[src/rtl/axi4_lite_master.sv]
// AXI4-Lite initiator: turns single-beat user read/write commands into
// AXI4-Lite transactions. The write path (AW/W/B) and the read path (AR/R)
// are independent FSMs, each allowing one outstanding transaction.
// Every output comes straight from a flop, so no input reaches an output
// combinationally.
module axi4_lite_master #(
   parameter int DATA_WIDTH    = 32,
   parameter int ADDRESS_WIDTH = 32
) (
   input  logic                      ACLK,
   input  logic                      ARESET,
   // user write command
   input  logic                      cmd_write,
   input  logic [ADDRESS_WIDTH-1:0]  cmd_waddr,
   input  logic [DATA_WIDTH-1:0]     cmd_wdata,
   input  logic [DATA_WIDTH/8-1:0]   cmd_wstrb,
   // user read command
   input  logic                      cmd_read,
   input  logic [ADDRESS_WIDTH-1:0]  cmd_raddr,
   // user status
   output logic                      write_busy,
   output logic                      write_done,
   output logic [1:0]                write_resp,
   output logic                      read_busy,
   output logic                      read_done,
   output logic [DATA_WIDTH-1:0]     read_data,
   output logic [1:0]                read_resp,
   // write address channel
   output logic [ADDRESS_WIDTH-1:0]  AWADDR,
   output logic                      AWVALID,
   input  logic                      AWREADY,
   // write data channel
   output logic [DATA_WIDTH-1:0]     WDATA,
   output logic [DATA_WIDTH/8-1:0]   WSTRB,
   output logic                      WVALID,
   input  logic                      WREADY,
   // write response channel
   input  logic [1:0]                BRESP,
   input  logic                      BVALID,
   output logic                      BREADY,
   // read address channel
   output logic [ADDRESS_WIDTH-1:0]  ARADDR,
   output logic                      ARVALID,
   input  logic                      ARREADY,
   // read data channel
   input  logic [DATA_WIDTH-1:0]     RDATA,
   input  logic [1:0]                RRESP,
   input  logic                      RVALID,
   output logic                      RREADY
);

   localparam int STRB_WIDTH = DATA_WIDTH / 8;

   localparam logic [1:0] W_IDLE = 2'd0;
   localparam logic [1:0] W_SEND = 2'd1;
   localparam logic [1:0] W_RESP = 2'd2;

   localparam logic [1:0] R_IDLE = 2'd0;
   localparam logic [1:0] R_ADDR = 2'd1;
   localparam logic [1:0] R_DATA = 2'd2;

   logic [1:0] w_state;
   logic [1:0] r_state;
   logic       aw_sent;
   logic       w_sent;

   // An AW or W beat counts as delivered if it went out earlier or is
   // handshaking on this very edge; both must be true to move on to B.
   logic aw_done_now;
   logic w_done_now;
   assign aw_done_now = aw_sent | (AWVALID & AWREADY);
   assign w_done_now  = w_sent  | (WVALID  & WREADY);

   // Write path: capture command, drive AW and W independently, then await B.
   always_ff @(posedge ACLK) begin
      if (ARESET) begin
         // NOTE: every register, payloads included, is cleared on reset so the
         // bus shows all-zero outputs; a transaction in flight is dropped silently.
         w_state    <= W_IDLE;
         aw_sent    <= 1'b0;
         w_sent     <= 1'b0;
         AWADDR     <= '0;
         AWVALID    <= 1'b0;
         WDATA      <= '0;
         WSTRB      <= '0;
         WVALID     <= 1'b0;
         BREADY     <= 1'b0;
         write_busy <= 1'b0;
         write_done <= 1'b0;
         write_resp <= 2'b00;
      end else begin
         // NOTE: non-blocking assignments throughout, so every decision in this
         // block sees the pre-edge register values regardless of statement order.
         write_done <= 1'b0;
         case (w_state)
            W_IDLE: begin
               if (cmd_write) begin
                  AWADDR     <= cmd_waddr;
                  WDATA      <= cmd_wdata;
                  WSTRB      <= cmd_wstrb[STRB_WIDTH-1:0];
                  AWVALID    <= 1'b1;
                  WVALID     <= 1'b1;
                  aw_sent    <= 1'b0;
                  w_sent     <= 1'b0;
                  write_busy <= 1'b1;
                  w_state    <= W_SEND;
               end
            end
            W_SEND: begin
               if (AWVALID && AWREADY) begin
                  AWVALID <= 1'b0;
                  aw_sent <= 1'b1;
               end
               if (WVALID && WREADY) begin
                  WVALID <= 1'b0;
                  w_sent <= 1'b1;
               end
               if (aw_done_now && w_done_now) begin
                  BREADY  <= 1'b1;
                  w_state <= W_RESP;
               end
            end
            W_RESP: begin
               if (BVALID && BREADY) begin
                  write_resp <= BRESP;
                  write_done <= 1'b1;
                  BREADY     <= 1'b0;
                  write_busy <= 1'b0;
                  w_state    <= W_IDLE;
               end
            end
            // NOTE: the unused encoding falls back to idle rather than sticking.
            default: w_state <= W_IDLE;
         endcase
      end
   end

   // Read path: capture command, drive AR until accepted, then await R.
   always_ff @(posedge ACLK) begin
      if (ARESET) begin
         r_state   <= R_IDLE;
         ARADDR    <= '0;
         ARVALID   <= 1'b0;
         RREADY    <= 1'b0;
         read_busy <= 1'b0;
         read_done <= 1'b0;
         read_data <= '0;
         read_resp <= 2'b00;
      end else begin
         read_done <= 1'b0;
         case (r_state)
            R_IDLE: begin
               if (cmd_read) begin
                  ARADDR    <= cmd_raddr;
                  ARVALID   <= 1'b1;
                  read_busy <= 1'b1;
                  r_state   <= R_ADDR;
               end
            end
            R_ADDR: begin
               if (ARVALID && ARREADY) begin
                  ARVALID <= 1'b0;
                  RREADY  <= 1'b1;
                  r_state <= R_DATA;
               end
            end
            R_DATA: begin
               if (RVALID && RREADY) begin
                  read_data <= RDATA;
                  read_resp <= RRESP;
                  read_done <= 1'b1;
                  RREADY    <= 1'b0;
                  read_busy <= 1'b0;
                  r_state   <= R_IDLE;
               end
            end
            default: r_state <= R_IDLE;
         endcase
      end
   end

endmodule

[config.mk]
export PLATFORM = sky130hd
export DESIGN_NAME = axi4_lite_master
export DESIGN_NICKNAME = d
export VERILOG_FILES = /design/src/rtl/axi4_lite_master.sv
export SDC_FILE = /design/constraint.sdc
export NUM_CORES = 1
export LEC_CHECK = 0
export CORE_UTILIZATION = 30
export DETAILED_ROUTE_END_ITERATION = 7
export PLACE_DENSITY = 0.74
export SYNTH_ARGS = -nofsm -noshare
export SYNTH_HDL_FRONTEND = slang
export SYNTH_SLANG_ARGS = --single-unit
[constraint.sdc]
create_clock -name ACLK -period 4.5 [get_ports ACLK]
set_clock_uncertainty 0.1 [all_clocks]
set_input_delay 0.45 -clock ACLK [delete_from_list [all_inputs] [get_ports ACLK]]
set_output_delay 0.45 -clock ACLK [all_outputs]
set_load 0.01 [all_outputs]
### Word-level counts from Yosys, hierarchy flattened

Index checks and enable logic that the tools add are counted.

* equal/unequal tests: 12
* muxes and demuxes: 31
* bitwise gates (word level): 6
* reductions and logical operators: 29

Operators by type and width (number)
* AND reduction 3 bit: 9
* case mux 1 bit (2 select lines): 9
* != test 2 bit (second input constant): 8
* two-way mux 1 bit: 14
* two-way mux 2 bit: 6
* case mux 2 bit (3 select lines): 2
* nonzero test 2 bit: 6
* AND reduction 2 bit: 4
* logical AND 1 bit: 6
* equality test 2 x 1 -> 1 bit (second input constant): 2
* equality test 2 bit (second input constant): 2
* zero test 2 bit: 2
* OR reduction 2 bit: 2
* AND 1 bit: 2
* NOT 1 bit: 2
* OR 1 bit: 2

* register bits: 151
* input port bits: 145
* word-level logic and storage cells: 98

### Depth between registers and ports, before layout

Gate-level depths: netlist of run 1.

* word-level depth: 5
* gate-level depth with buffers: 6
* gate-level depth less buffers: 3

### Worst setup path before layout of run 1

OpenSTA, ideal clock, no wires.

* path kind: input to register
* from: in cmd_read
* to: reg ARADDR[10]
* data arrival time: 1.290 ns
* required time: 4.268 ns
* slack: 2.978 ns
* stages on the path: 5
* cell sequence: or3b_2 -> clkbuf_1 -> buf_2 -> nand2_1 -> a21oi_1

* longest elaborated chain between the ends: 1

Ends and longest elaborated chain
* start, declared: RTL line 18 `input logic cmd_read,`
* AND reduction 2 bit (no line)
* end signal, assigned: RTL line 154 `ARADDR <= cmd_raddr;`
* end, declared: RTL line 42 `output logic [ADDRESS_WIDTH-1:0] ARADDR,`

No other way between the ends.
A chain may end at the register's enable or synchronous reset.

### Worst setup path after layout of run 1

* from: in cmd_write
* to: reg WDATA[14]

* longest elaborated chain between the ends: 1

Ends and longest elaborated chain
* start, declared: RTL line 13 `input logic cmd_write,`
* AND reduction 2 bit (no line)
* end signal, assigned: RTL line 99 `WDATA <= cmd_wdata;`
* end, declared: RTL line 33 `output logic [DATA_WIDTH-1:0] WDATA,`

No other way between the ends.

==> results of run 1 <==
==> flip-flops by register name (all words and copies together), names as in the netlist, 4 cells and up <==
name,flops
ARADDR,32
AWADDR,32
WDATA,32
read_data,32
WSTRB,4
==> synthesized netlist by cell type (all sizes together) <==
library cell / count / area, sq um
nand4b: 2 / 17.52
a31oi: 2 / 27.53
o21ai: 3 / 15.01
mux2i: 2 / 20.02
a32oi: 2 / 17.52
a2111oi: 1 / 8.760
or3b: 2 / 17.52
nand2: 204 / 765.7
clkbuf: 21 / 78.83
o21bai: 1 / 7.510
inv: 2 / 7.510
nor2b: 3 / 26.27
o2bb2ai: 1 / 8.760
nor2: 11 / 41.29
nor3b: 3 / 33.78
a22o: 34 / 297.8
nand3b: 3 / 22.52
a21boi: 1 / 7.510
or4b: 1 / 10.01
dfxtp: 151 / 3023
buf: 22 / 116.4
a21oi: 108 / 540.5
==> critical path, cell delays in order <==
cell and delay [ps]:
clkdlybuf4s50_1 500, or3b_2 600, buf_4 370, nand2_1 140, a21oi_1 80
==> metal layers <==
metal	vias to the layer above	part of all wire (%)
li1	2473	-
met1	2248	41
met2	185	49
met3	10	8.5
met4	0	1.1
met5	-	0
==> placed cells by master (no fill, tap or decap), types with 4 or more instances in the layout <==
| master | Yosys | routed |
|---|---|---|
| a21oi_1 | 108 | 108 |
| a22o_1 | 34 | 34 |
| buf_4 | 3 | 7 |
| clkbuf_1 | 21 | 4 |
| clkbuf_16 | 0 | 17 |
| clkdlybuf4s50_1 | 0 | 288 |
| dfxtp_1 | 151 | 151 |
| nand2_1 | 204 | 204 |
| nor2_1 | 11 | 11 |
==> power groups by stage <==
stage / clock network [mW] / logic [mW] / registers [mW]
finish: 1.37 / 0.423 / 1.43
global route: 1.47 / 0.461 / 1.44
CTS: 1.41 / 0.430 / 1.43
detailed placement: 0 / 0.428 / 1.46
global placement: 0 / 0.424 / 1.46
floorplan: 0 / 0.129 / 1.48
==> worst paths after layout <==
| kind | cells past startpoint | to | slack [ps] |
|---|---|---|---|
| max | 5 | WDATA[14]$_SDFFE_PP0P_ | 2480 |
| min | 2 | WDATA[3]$_SDFFE_PP0P_ | 350 |
| max reg2reg | 4 | WDATA[14]$_SDFFE_PP0P_ | 2620 |
| min reg2reg | 2 | WDATA[3]$_SDFFE_PP0P_ | 350 |
==> cell type report <==
class,instances,area share [%]
well taps,220,3.163
clock inverters,11,1.438
repair buffers,295,33.73
multi-input cells,384,21.78
inverters,2,0.08627
flip-flops and latches,151,34.74
clock buffers,21,5.061
==> per-stage QoR <==
| stage | instances | area, sq um | util [%] |
|---|---|---|---|
| global placement | 1052 | 8137 | 49.06 |
| global route | 1084 | 8702 | 52.47 |
| floorplan | 580 | 5111 | - |
| CTS | 1084 | 8702 | 52.47 |
| detailed placement | 1052 | 8137 | 49.06 |
| finish | 1084 | 8702 | 52.47 |
==> cells by family (layout without fill, tap and decap cells) <==
group           Yosys count  after routing  synth area share [%]
mux                       2              2                0.3917
simple gates            229            229                 18.29
compound gates          153            153                 18.21
buf+inv                  45            329                 3.966
flops                   151            151                 59.14
==> results_dict.tcl, run 1 <==
set metrics [dict create \
    fp.dieH_um 132.5 \
    slew_viol_final 0 \
    ys_seq_area_share_pct 59.14 \
    gr-usage-met2_pct 29.85 \
    ys_types 28 \
    nets 996 \
    diodes 0 \
    power_density_nw_per_um2 370.3 \
    p_int_mw 2.463 \
    crit_type "in2reg" \
    p_sw_mw 0.7592 \
    pre_cts_slack_ps 2055 \
    finalHoldViolations 0 \
    avgSynthCellArea_sq_um 8.812 \
    drive_gt1_share_pct 4.861 \
    hp-class "reg2reg" \
    synth_nets 725 \
    multiInputGateArea_sq_um 1896 \
    numCtsBuffers 17 \
    pwr-share-seq_pct 44.4 \
    syn_to_final_growth_pct 70.26 \
    port_buffers 289 \
    slew_headroom_pct 36.65 \
    critPathCaptureType "flip-flop" \
    root_buffer "clkbuf_16" \
    cts_buffer_depth 2 \
    antenna_found_initial 0 \
    viasPerCell 4.535 \
    clock.fmax_mhz 495.4 \
    post-route-drc-count 0 \
    track_usage_pct 17.08 \
    die-area_sq_um 17560 \
    cp-startpoint "cmd_write" \
    die_x_um 132.5 \
    grt_start_max_net_pins 82 \
    p_clk_share_pct 42.5 \
    hold-worst-slack_ps 351.4 \
    maxCapViolCount 0 \
    holdCritStartpoint "WDATA[3]$_SDFFE_PP0P_" \
    switching_share_pct 23.56 \
    met1_usage_pct 19.16 \
    met3_usage_pct 6.552 \
    via_count 4916 \
    nFillCells 1578 \
    setup_tns_ps 0 \
    critical_path.reg2reg.startpoint "w_state[1]$_SDFFE_PP0P_" \
    seq_area_sq_um 3023 \
    cts_setup_buffers 0 \
    status "complete, no violations" \
    vdd_ir_drop_max_v 0.0002550 \
    grt.busiest_layer "met2" \
    total_power_mw 3.222 \
    first_iter_violations 101 \
    grt_first_pass_wirelength_um 23780 \
    core_sq_um 16580 \
    max_slew.worst_pin.slew_ps 950.2 \
    yosysWarnings 0 \
    ys_ff_latch 151 \
    cts_tree "done" \
    clock_sinks 151 \
    holdBufCountCts 0 \
    grt_pass1_vias 4701 \
    initial_core_util_pct 30.82 \
    leakagePower_nw 3.221 \
    path_clk_slew_ps 60 \
    post_cts_resized 0 \
    wire_per_inst_um 13.97 \
    critPathLaunchType "input port" \
    htree_levels 4 \
    worst_skew_pair.late_latency_ps 400 \
    hpwl_um 10670 \
    worstPathArrival_ps 2160 \
    finalSetupViolations 0 \
    rsz0062_at_grt "false" \
    synth_area_sq_um 5111 \
    crit_required_ps 4640 \
    gp_congestion 0.7312 \
    setup_ws_ps 2481 \
    p_comb_share_pct 13.1 \
    post-route-period-util_pct 44.86 \
    first_pass_iters 4 \
    path_max_fanout 59 \
    core.rowCount 47 \
    antenna_left 0 \
    overflow 0 \
    num_io_pins 290 \
    syn_inst 580 \
    period_minus_slack_ps 2019 \
    finalWirelength_um 15150 \
]
Power figures use the tool's default switching activity.
==> run 2, diff against run 1 <==
--- a/config.mk
+++ b/config.mk
@@ -7,7 +7,7 @@
 export LEC_CHECK = 0
 export CORE_UTILIZATION = 30
 export DETAILED_ROUTE_END_ITERATION = 7
-export PLACE_DENSITY = 0.74
+export PLACE_DENSITY = 0.77
 export SYNTH_ARGS = -nofsm -noshare
 export SYNTH_HDL_FRONTEND = slang
 export SYNTH_SLANG_ARGS = --single-unit
==> constraint.sdc (replaced) <==
create_clock -name ACLK -period 1.6 [get_ports ACLK]
set_clock_uncertainty 0.1 [all_clocks]
set_input_delay 0.16 -clock ACLK [delete_from_list [all_inputs] [get_ports ACLK]]
set_output_delay 0.16 -clock ACLK [all_outputs]
set_load 0.01 [all_outputs]
==> results_dict.tcl, run 2 (same netlist as run 1, synthesis figures left out) <==
set metrics [dict create \
    critPathCaptureType "output pin" \
    power_density_nw_per_um2 1031 \
    track_usage_pct 17.25 \
    final_common_cell "clkdlybuf4s50_1" \
    hp-class "in2reg" \
    first_pass_iters 4 \
    numCtsBuffers 17 \
    port_buffers 289 \
    slew_viol_final 0 \
    period_minus_slack_ps 1558 \
    cts_tree "done" \
    finalWirelength_um 15060 \
    p_comb_share_pct 13.2 \
    grt_pass1_vias 4854 \
    critPathLaunchType "flip-flop" \
    core.rowCount 47 \
    path_cells "clkdlybuf4s50_1" \
    clock.fmax_mhz 642.0 \
    viasPerCell 4.529 \
    p_sw_mw 2.138 \
    cp_top_family "buffers and inverters" \
    fp.dieH_um 132.5 \
    grt_first_pass_wirelength_um 24180 \
    worstPathArrival_ps 1300 \
    htree_levels 4 \
    maxCapViolCount 0 \
    switching_share_pct 22.93 \
    finalSetupViolations 0 \
    cts_buffer_depth 2 \
    status "complete, no violations" \
    post-route-period-util_pct 97.36 \
    critPathBufInv 1 \
    path_max_fanout 2 \
    leakagePower_nw 4.247 \
    nFillCells 1538 \
    p_clk_share_pct 43.7 \
    finalHoldViolations 0 \
    drive_gt1_share_pct 6.507 \
    clock_sinks 151 \
    most-common-layout-cells "227 x clkdlybuf4s50_1, 204 x nand2_1, 151 x dfxtp_1, 108 x a21oi_1, 51 x dlymetal6s2s_1" \
    syn_to_final_growth_pct 76.92 \
    die_x_um 132.5 \
    antenna_left 0 \
    max_slew.worst_pin.slew_ps 429.9 \
    antenna_found_initial 1 \
    core_sq_um 16580 \
    num_io_pins 290 \
    overflow 0 \
    hpwl_um 10580 \
    critPathMaxStageDelay_ps 560 \
    crit_type "reg2out" \
    hold-worst-slack_ps 56.29 \
    first_iter_violations 167 \
    holdBufCountCts 0 \
    pwr-share-seq_pct 43.1 \
    utilization_pct 54.53 \
    vdd_ir_drop_max_v 0.0006559 \
    gp_congestion 0.8291 \
    initial_core_util_pct 30.82 \
    via_count 4968 \
    slew_headroom_pct 71.34 \
    grt_start_max_net_pins 49 \
    rsz0062_at_grt "false" \
    post-route-drc-count 0 \
    path_clk_slew_ps 60 \
    crit_required_ps 1340 \
    die-area_sq_um 17560 \
    total_power_mw 9.322 \
    wire_per_inst_um 13.73 \
    p_int_mw 7.185 \
    slowest_stage "clkdlybuf4s50_1" \
    nets 1009 \
    worst_skew_pair.late_latency_ps 410 \
    root_buffer "clkbuf_16" \
    cts_setup_buffers 0 \
]
## run 2: cell types whose count changed in the layout (fill, tap and decap cells not counted), sizes merged, moves of 10 or more
| cell | delta |
|---|---|
| buf | +13 |
| clkdlybuf4s50 | -61 |
| dlygate4sd2 | +10 |
| dlymetal6s2s | +51 |
## run 2: cell type report
type	count	area, sq um	area share, %
Clock inverter	11	146.4	1.619
Clock buffer	20	456.7	5.051
Multi-Input combinational cell	384	1896	20.96
Inverter	2	7.507	0.08302
Tap cell	220	275.3	3.044
Antenna cell	1	2.502	0.02767
Sequential cell	151	3023	33.43
Timing Repair Buffer	308	3236	35.78
## run 2: what timing repair did
item                                    4_1_cts  5_1_grt
hold endpoints to repair                      0        0
endpoints found under the setup margin       10       51
resized for setup                            10       51
## run 2: power by group through the flow
stage / Clock [mW] / Combinational [mW] / Sequential [mW]
final: 4.07 / 1.23 / 4.02
after global routing: 4.36 / 1.34 / 4.04
after CTS: 4.22 / 1.26 / 4.02
after detailed placement: 0 / 1.26 / 4.10
after global placement: 0 / 1.25 / 4.09
after floorplan: 0 / 0.364 / 4.17
## run 2: worst paths after layout
| kind | from | end | slack (ps) | depth (start not counted) |
|---|---|---|---|---|
| worst max-delay path | AWADDR[17]$_SDFFE_PP0P_ | AWADDR[17] | 40 | 1 |
| worst min-delay path | ARESET | w_sent$_SDFFE_PP0P_ | 60 | 2 |
| worst max register to register | w_state[0]$_SDFFE_PP0P_ | AWADDR[8]$_SDFFE_PP0P_ | 100 | 4 |
| worst min register to register | WSTRB[1]$_SDFFE_PP0P_ | WSTRB[1]$_SDFFE_PP0P_ | 350 | 2 |
## run 2: through the flow
step                std cells  worst slack, ps  instance area, sq um  setup TNS (ps)
floorplan                 580            122.4                  5111               0
CTS                      1096           0.9166                  8912               0
global route             1097           0.2141                  9042               0
detailed placement       1065           -200.8                  8322          -15170
finish                   1097            42.25                  9042               0
global placement         1065           -178.7                  8322          -14440
## run 2: metal layers
layer | up-vias | GRT usage [%] | part of all wire [%]
met5 | - | 0 | 0
met1 | 2269 | 19.57 | 42
met4 | 0 | 7.024 | 2.1
met3 | 20 | 5.670 | 7.4
met2 | 182 | 29.74 | 49
li1 | 2497 | - | -
==> run 3, diff against run 2 <==
--- a/config.mk
+++ b/config.mk
@@ -7,7 +7,7 @@
 export LEC_CHECK = 0
 export CORE_UTILIZATION = 30
 export DETAILED_ROUTE_END_ITERATION = 7
-export PLACE_DENSITY = 0.77
+export PLACE_DENSITY = 0.74
 export SYNTH_ARGS = -nofsm -noshare
 export SYNTH_HDL_FRONTEND = slang
 export SYNTH_SLANG_ARGS = --single-unit
==> constraint.sdc (replaced) <==
create_clock -name ACLK -period 1.7 [get_ports ACLK]
set_clock_uncertainty 0.1 [all_clocks]
set_input_delay 0.17 -clock ACLK [delete_from_list [all_inputs] [get_ports ACLK]]
set_output_delay 0.17 -clock ACLK [all_outputs]
set_load 0.01 [all_outputs]
==> results_dict.tcl, run 3 (same netlist as run 1, synthesis figures left out) <==
set metrics [dict create \
    slew_viol_final 0 \
    max_slew.worst_pin.slew_ps 417.2 \
    htree_levels 4 \
    worstPathArrival_ps 1360 \
    clock_sinks 151 \
    setup_ws_ps 67.87 \
    p_int_mw 7.073 \
    power_density_nw_per_um2 1020 \
    pre_cts_slack_ps -94.58 \
    critical_path.reg2reg.startpoint "r_state[1]$_SDFFE_PP0P_" \
    switching_share_pct 22.57 \
    drive_gt1_share_pct 6.834 \
    overflow 0 \
    vdd_ir_drop_max_v 0.0006221 \
    fp.dieH_um 132.5 \
    die-area_sq_um 17560 \
    post-route-drc-count 0 \
    crit_required_ps 1430 \
    total_power_mw 9.134 \
    initial_core_util_pct 30.82 \
    first_pass_iters 4 \
    critPathBufInv 1 \
    viasPerCell 4.508 \
    finalHoldViolations 0 \
    numCtsBuffers 17 \
    via_count 4950 \
    port_buffers 289 \
    diodes 0 \
    critPathLaunchType "flip-flop" \
    cts_tree "done" \
    holdBufCountCts 0 \
    leakagePower_nw 3.376 \
    num_io_pins 290 \
    post_cts_resized 1 \
    hp-class "in2reg" \
    syn_to_final_growth_pct 75.25 \
    crit_type "reg2out" \
    setup_tns_ps 0 \
    p_clk_share_pct 45.6 \
    hpwl_um 10910 \
    pwr-share-seq_pct 41.4 \
    r2r_setup_slack_ps 180 \
    clock.fmax_mhz 612.7 \
    slew_headroom_pct 72.18 \
    track_usage_pct 17.51 \
    slowest_stage "clkdlybuf4s50_1" \
    root_buffer "clkbuf_16" \
    core.rowCount 47 \
    holdPathEnd "WDATA[18]$_SDFFE_PP0P_" \
    finalWirelength_um 15460 \
    rsz0062_at_grt "false" \
    die_x_um 132.5 \
    status "complete, no violations" \
    p_comb_share_pct 12.9 \
    critPathMaxStageDelay_ps 570 \
    grt_pass1_vias 4716 \
    p_sw_mw 2.061 \
    final_common_cell "clkdlybuf4s50_1" \
    first_iter_violations 193 \
    grt_first_pass_wirelength_um 24120 \
    most-common-layout-cells "286 x clkdlybuf4s50_1, 204 x nand2_1, 151 x dfxtp_1, 108 x a21oi_1, 34 x a22o_1" \
    path_cells "clkdlybuf4s50_1" \
    critPathCaptureType "output pin" \
    worst_skew_pair.late_latency_ps 410 \
    wire_per_inst_um 14.08 \
    grt_start_max_net_pins 57 \
    antenna_left 0 \
    maxCapViolCount 0 \
    worst_r2r_endpoint "read_data[19]$_SDFFE_PP0P_" \
    post-route-period-util_pct 96.01 \
    finalSetupViolations 0 \
    cts_setup_buffers 0 \
    antenna_found_initial 1 \
    gp_congestion 0.7917 \
    path_clk_slew_ps 60 \
    period_minus_slack_ps 1632 \
    cts_buffer_depth 2 \
    crit_cells 1 \
    holdCritStartpoint "ARESET" \
    r2r_cells 4 \
    whs_path_depth 2 \
    core_sq_um 16580 \
    cp_top_family "buffers and inverters" \
    path_max_fanout 4 \
    nets 1012 \
]
## run 3: cell types whose count changed in the layout (fill, tap and decap cells not counted), sizes merged
cell	previous run	this run
dlygate4sd2	10	1
diode	1	0
dlymetal6s2s	51	1
clkdlybuf4s50	227	286
clkbuf	20	19
buf	20	23
bufinv	3	5
clkinv	4	2
## run 3: layout make-up
cell class / instances / area (sq um)
Clock buffer: 19 / 452.9
Clock inverter: 11 / 196.4
Fill cell: 1526 / 7626
Inverter: 2 / 7.507
Multi-Input combinational cell: 384 / 1896
Sequential cell: 151 / 3023
Tap cell: 220 / 275.3
Timing Repair Buffer: 311 / 3107
## run 3: stage by stage
stage / std cells / cell area, sq um / hold WS, ps / util, %
final: 1098 / 8957 / 71.66 / 54.01
after global routing: 1098 / 8957 / 67.27 / 54.01
after CTS: 1098 / 8955 / 57.20 / 54.00
after detailed placement: 1068 / 8307 / 345.3 / 50.09
after global placement: 1068 / 8307 / 340.8 / 50.09
after floorplan: 580 / 5111 / 180.4 / -
## run 3: worst max-delay path by stage
stage                             from                    to  slack (ps)
6_report           BREADY$_SDFFE_PP0P_                BREADY          70
5_1_grt            BREADY$_SDFFE_PP0P_                BREADY         0.6
4_1_cts           ARVALID$_SDFFE_PP0P_               ARVALID          30
3_5_place_dp                 cmd_write   w_sent$_SDFFE_PP0P_         -90
3_3_place_gp                 cmd_write   w_sent$_SDFFE_PP0P_         -70
2_1_floorplan  w_state[0]$_SDFFE_PP0P_  aw_sent$_SDFFE_PP0P_         220
## run 3: routing by layer
metal  GRT usage, %  share of wire [%]  up-vias
met1          20.08                 42     2240
met2          29.39                 48      185
met5              0              0.078        -
li1               -                  -     2504
met4          6.769                1.5        2
met3          6.705                8.2       19
## run 3: power by group through the flow
stage | sequential (mW) | clock, mW | combinational [mW]
floorplan | 3.93 | 0 | 0.342
global placement | 3.86 | 0 | 1.18
detailed placement | 3.86 | 0 | 1.19
CTS | 3.79 | 4.28 | 1.20
global route | 3.80 | 4.44 | 1.28
finish | 3.78 | 4.17 | 1.18
